## config.mk

```make
export PLATFORM = sky130hd
export DESIGN_NAME = channel_collector
export DESIGN_NICKNAME = d
export VERILOG_FILES = /design/src/rtl/collector_pkg.sv /design/src/rtl/collector_fifo.sv /design/src/rtl/channel_collector.sv
export SDC_FILE = /design/constraint.sdc
export NUM_CORES = 1
export LEC_CHECK = 0
export ABC_AREA = 1
export BUFFER_PORTS_ARGS = -buffer_cell sky130_fd_sc_hd__buf_2
export CORE_ASPECT_RATIO = 2
export CORE_MARGIN = 8
export CORE_UTILIZATION = 66
export CTS_BUF_LIST = sky130_fd_sc_hd__clkbuf_8
export CTS_CLUSTER_DIAMETER = 100
export DETAILED_ROUTE_END_ITERATION = 10
export PLACE_DENSITY = 0.89
export SLEW_MARGIN = 10
export SYNTH_ARGS = -nofsm -noshare
export SYNTH_HDL_FRONTEND = slang
export SYNTH_SLANG_ARGS = --single-unit
```

## constraint.sdc

```tcl
create_clock -name clk -period 4.68 [get_ports clk]
set_clock_uncertainty 0.2 [all_clocks]
set_input_delay 0.234 -clock clk [delete_from_list [all_inputs] [get_ports clk]]
set_output_delay 0.234 -clock clk [all_outputs]
set_load 0.005 [all_outputs]
```

## src/rtl/collector_pkg.sv

```systemverilog
// collector_pkg: shared entry layout and channel ids for channel_collector.
// Entry is {[stamp,] ch, data}; COLLECTOR_TIMESTAMP_EN widens it to 13 bits.
package collector_pkg;
   localparam logic CH_LEFT  = 1'b0;
   localparam logic CH_RIGHT = 1'b1;
`ifdef COLLECTOR_TIMESTAMP_EN
   localparam int ENTRY_W = 13;
`else
   localparam int ENTRY_W = 5;
`endif
   localparam int DATA_LSB = 0;
   localparam int CH_BIT   = 4;
   localparam int TIME_LSB = 5;
endpackage

```

## src/rtl/collector_fifo.sv

```systemverilog
// collector_fifo: synchronous FIFO; a push into a full FIFO is taken when a pop happens in the same cycle.
module collector_fifo #(
   parameter int WIDTH = 5,
   parameter int DEPTH = 8
) (
   input  logic             clk,
   input  logic             rst,
   input  logic             push,
   input  logic [WIDTH-1:0] din,
   input  logic             pop,
   output logic [WIDTH-1:0] dout,
   output logic             full,
   output logic             empty
);
   localparam int AW = $clog2(DEPTH);
   logic [WIDTH-1:0] mem [DEPTH];
   logic [AW-1:0]    wr_ptr, rd_ptr;
   logic [AW:0]      count;
   logic             do_push, do_pop;
   assign empty   = count == '0;
   assign full    = count == (AW+1)'(DEPTH);
   assign do_pop  = pop & ~empty;
   assign do_push = push & (~full | do_pop);
   // Empty reads as zero so stale storage never leaks out after reset.
   assign dout    = empty ? '0 : mem[rd_ptr];
   always_ff @(posedge clk) begin
      if (rst) begin
         wr_ptr <= '0;
         rd_ptr <= '0;
         count  <= '0;
      end else begin
         if (do_push) wr_ptr <= wr_ptr + AW'(1);
         if (do_pop) rd_ptr <= rd_ptr + AW'(1);
         count <= count + (AW+1)'(do_push) - (AW+1)'(do_pop);
      end
   end
   always_ff @(posedge clk)
      if (do_push) mem[wr_ptr] <= din;
endmodule

```

## src/rtl/channel_collector.sv

```systemverilog
// channel_collector: tags new nibbles from the left/right channels and queues them for a valid/ready reader.
// Define COLLECTOR_TIMESTAMP_EN to stamp each entry with an 8-bit cycle count on out_time.
module channel_collector
   import collector_pkg::*;
#(
   parameter int DEPTH = 8,
   parameter int CNT_W = 8
) (
   input  logic             clk,
   input  logic             rst,
   input  logic             en_left,
   input  logic [3:0]       dout_left,
   input  logic             en_right,
   input  logic [3:0]       dout_right,
   output logic             out_valid,
   input  logic             out_ready,
   output logic             out_ch,
   output logic [3:0]       out_data,
`ifdef COLLECTOR_TIMESTAMP_EN
   output logic [7:0]       out_time,
`endif
   output logic [CNT_W-1:0] cnt_left,
   output logic [CNT_W-1:0] cnt_right,
   output logic             overflow,
   input  logic             clr_ovf
);
   logic               en_left_q, en_right_q;
   logic [3:0]         last_left, last_right;
   logic               ev_left, ev_right;
   logic               pend_valid, sel_valid, loser_valid, drop_loser;
   logic               accept, pop, full, empty, ovf_set;
   logic [ENTRY_W-1:0] pend, sel, loser, head, left_entry, right_entry;
`ifdef COLLECTOR_TIMESTAMP_EN
   logic [7:0] stamp;
   always_ff @(posedge clk) stamp <= rst ? 8'd0 : stamp + 8'd1;
   assign left_entry  = {stamp, CH_LEFT, dout_left};
   assign right_entry = {stamp, CH_RIGHT, dout_right};
   assign out_time    = head[TIME_LSB +: 8];
`else
   assign left_entry  = {CH_LEFT, dout_left};
   assign right_entry = {CH_RIGHT, dout_right};
`endif
   assign ev_left  = en_left & (~en_left_q | (dout_left != last_left));
   assign ev_right = en_right & (~en_right_q | (dout_right != last_right));
   // pend always drains when present, so a losing event can take its place; only a second loser is lost.
   always_comb begin
      sel_valid   = pend_valid | ev_left | ev_right;
      sel         = pend_valid ? pend : ev_left ? left_entry : right_entry;
      loser_valid = pend_valid ? (ev_left | ev_right) : (ev_left & ev_right);
      loser       = (pend_valid & ev_left) ? left_entry : right_entry;
      drop_loser  = pend_valid & ev_left & ev_right;
      pop         = out_valid & out_ready;
      accept      = sel_valid & (~full | pop);
      ovf_set     = (sel_valid & ~accept) | drop_loser;
   end
   collector_fifo #(.WIDTH(ENTRY_W), .DEPTH(DEPTH)) u_fifo (
      .clk  (clk),
      .rst  (rst),
      .push (accept),
      .din  (sel),
      .pop  (pop),
      .dout (head),
      .full (full),
      .empty(empty)
   );
   assign out_valid = ~empty;
   assign out_ch    = head[CH_BIT];
   assign out_data  = head[DATA_LSB +: 4];
   always_ff @(posedge clk) begin
      if (rst) begin
         en_left_q  <= 1'b0;
         en_right_q <= 1'b0;
         last_left  <= '0;
         last_right <= '0;
         pend_valid <= 1'b0;
         pend       <= '0;
         cnt_left   <= '0;
         cnt_right  <= '0;
         overflow   <= 1'b0;
      end else begin
         en_left_q  <= en_left;
         en_right_q <= en_right;
         if (en_left) last_left <= dout_left;
         if (en_right) last_right <= dout_right;
         pend_valid <= loser_valid;
         if (loser_valid) pend <= loser;
         if (accept && sel[CH_BIT] == CH_LEFT && cnt_left != '1) cnt_left <= cnt_left + CNT_W'(1);
         if (accept && sel[CH_BIT] == CH_RIGHT && cnt_right != '1) cnt_right <= cnt_right + CNT_W'(1);
         overflow <= ovf_set ? 1'b1 : clr_ovf ? 1'b0 : overflow;
      end
   end
endmodule

```

==> run summary <==
Setup Crit Path Kind -> in2reg
Fin Setup TNS -> 0 ns
Most frequent cells in the layout -> 81 x nand2_1, 81 x nor2_1, 56 x inv_1
Sw frac -> 34.7%
Part of the power in registers -> 46.9%
Clock power share -> 22.0%
Routed vias/inst -> 5.53
CTS tree -> done
Global-route wire length before repair -> 14000 um
Post-synth cell types -> 37
Worst Path Buf+Inv -> 5
IO Pins -> 37
Global placer's final weighted congestion -> 0.832
H-tree Lvls -> 3
Fraction of layout cells with a size suffix above 1 -> 15.9%
Fin. Hold Viols -> 0
CTS Buf Count -> 9
Rel. slew slack -> 21.2%
Grt ovf -> 0
MaxCap Viol Count -> 0
Fin crit share -> 55.6%
Mapped Cells -> 469
I/O Buffers -> 36
Initial core utilization -> 68.2%
Worst-path fanout max -> 8
Placed cells -> 561
Worst-margin pin slew -> 1.16 ns
Router iterations before antenna repair -> 4
R2R setup slack -> 2.19 ns
Core Util, Final -> 76.3%
Area Growth Syn to Fin -> 11.8%
Syn avg cell area -> 8.66 um2
Max incr delay on CP -> 0.53 ns
Tmin final -> 2.60 ns
Max VDD drop -> 0.275 mV
Row count -> 40
Pint -> 1.33 mW
Seq/Total Area, Yosys -> 52.2%
Maximum clock path buffer count -> 2
Logic pwr share -> 31.1%
Worst EP arrival -> 2.69 ns
DRT Wirelength -> 8530 um
Fmax -> 384 MHz
Initial antenna violation count -> 0
Pleak -> 1.97 nW
Total track usage -> 19.7%
Routed Antenna Nets -> 0
Worst setup SP type -> input port
DR iter-0 viols -> 151
Req. time, crit path -> 4.77 ns
Worst setup path start -> dout_left[2]
# setup viols final -> 0
Synth warn -> 0
Largest net degree at the start of global routing -> 31
Worst r2r src -> u_fifo.count[2]$_SDFF_PP0_
Clock Pin Slew Worst Setup and Hold Paths -> 0.07 ns
Postcts setup bufs -> 0
Antenna cells -> 0
Clk root buf -> clkbuf_8
Final slew viol count -> 0
Critical path's slowest cell -> dlygate4sd3_1
# nets final -> 541
Register area -> 2120 um2
Non-filler cells, final -> 584
Multi-input gate area -> 1660 um2
Hold-fix buffers, CTS -> 7
Post-CTS sizing -> 0
RSZ-0062 raised after global routing -> false
Hpwl dp -> 6370 um
Clk sink count -> 86
Core area -> 5960 um2
Status -> complete, no violations
Vias -> 3231
Worst path cell trace -> dlygate4sd3_1 -> buf_2 -> inv_1 -> nand2_1 -> nand2_1 -> nor2_2 -> nand2_2 -> nand2_4 -> nand3_4 -> nand2_8 -> inv_4 -> ha_1 -> inv_1 -> nor2_1 -> a211oi_1 -> o21ai_0 -> a21oi_1
Die X -> 71.5 um
# DRC -> 0
Layout fillers -> 412
Die height -> 127 um
Post-synthesis register bit count -> 86
Top delay family on crit path -> buffers and inverters
Syn Nets -> 494
Min-delay src -> dout_left[3]
Routed wire length per instance -> 14.6 um
Hold WC Path Type -> in2reg
Number of global-route vias before repair -> 3227
Worst-skew pair later-pin latency -> 0.36 ns
Crit end category -> flip-flop
Pwr dens -> 448 nW/um2
Die Area -> 9070 um2
Sw power -> 0.706 mW
Cell Area, Synth -> 4060 um2
-- kinds of logic (layout without fill, tap and decap cells) --
family | after synthesis | count (layout) | synth area share [%]
AOI/OAI and AO/OA | 88 | 88 | 12.0
xor gates and xnor gates | 7 | 7 | 1.51
adders and majority gates | 11 | 11 | 3.57
buffers and inverters | 73 | 125 | 6.90
DFF | 86 | 86 | 52.2
and+or+nand+nor | 204 | 204 | 23.8
-- layer usage --
metal / wire length, um / up-vias / share of wire, % / GRT usage [%]
met3: 361 / 24 / 4.2 / 5.60
met2: 4880 / 81 / 57 / 38.4
met4: 300 / 0 / 3.5 / 11.3
met1: 2980 / 1491 / 35 / 16.6
met5: 0 / - / 0 / 0
li1: - / 1635 / - / -
-- registers in the layout (all words and copies together) (netlist names), named ones only --
signal         cells
pend_valid         1
en_right_q         1
u_fifo.rd_ptr      3
cnt_right          8
u_fifo.count       4
u_fifo.wr_ptr      3
last_left          4
last_right         4
overflow           1
cnt_left           8
en_left_q          1
u_fifo.mem        40
pend               5
-- power by group through the flow --
stage / combinational (mW) / sequential, mW / clock [mW]
final: 0.633 / 0.954 / 0.448
after global routing: 0.715 / 0.965 / 0.484
after CTS: 0.637 / 0.954 / 0.460
after detailed placement: 0.630 / 0.970 / 0
after global placement: 0.589 / 0.967 / 0
after floorplan: 0.450 / 0.954 / 0
-- tightest hold or removal path, stage by stage --
cell and delay (ns):
buf_2 0.12, o21ai_0 0.09, a21oi_1 0.11
-- final cells by class --
type,count,share of cell area [%]
inverters,63,5.26
clock inverters,6,0.716
multi-input cells,310,36.5
repair buffers,46,6.01
flip-flops and latches,86,46.7
well taps,63,1.74
clock buffers,10,3.03
-- cell usage after synthesis --
cell      number  share of area (%)
a211oi_1       1               0.18
a21oi_1       23                2.8
a21oi_4        1               0.40
a31oi_1        7                1.1
buf_2          3               0.37
clkbuf_1       7               0.65
clkinv_1       2               0.18
dfxtp_1       46                 23
edfxtp_1      40                 30
fa_1           1               0.49
ha_1          10                3.1
inv_1         54                5.0
inv_2          6               0.55
inv_4          1               0.15
nand2_1       81                7.5
nand2_2        4               0.62
nand2_4        2               0.55
nand2_8        2               0.99
nand3_1       16                2.0
nand3_2        1               0.25
nand3_4        1               0.43
nand4_1        2               0.31
nand4_2        1               0.31
nand4_4        2                1.0
nor2_1        81                7.5
nor2_2         3               0.46
nor2_4         3               0.83
nor2_8         1               0.49
nor3_1         3               0.37
o21ai_0       44                5.4
o21ai_1        2               0.25
o21ai_2        1               0.22
o22ai_1        5               0.77
o311ai_0       4               0.86
or2_2          1               0.15
xnor2_1        1               0.22
xor2_1         6                1.3
-- through the flow --
stage	hold slack, ns	setup slack [ns]	power [mW]	cell area (um2)
2_1_floorplan	0.103	2.50	1.40	4060
3_3_place_gp	0.248	2.41	1.56	4300
3_5_place_dp	0.254	2.20	1.60	4300
4_1_cts	0.00875	2.11	2.05	4540
5_1_grt	0.0378	1.94	2.16	4540
6_report	0.0244	2.08	2.03	4540
-- final timing paths --
kind,end,cells past startpoint
hold reg to reg,u_fifo.rd_ptr[2]$_SDFFE_PP0N_,2
hold / removal,last_left[3]$_SDFFE_PP0P_,3
setup / recovery,u_fifo.count[3]$_SDFF_PP0_,17
setup reg to reg,u_fifo.count[3]$_SDFF_PP0_,15
(Power assumes the default switching activity.)
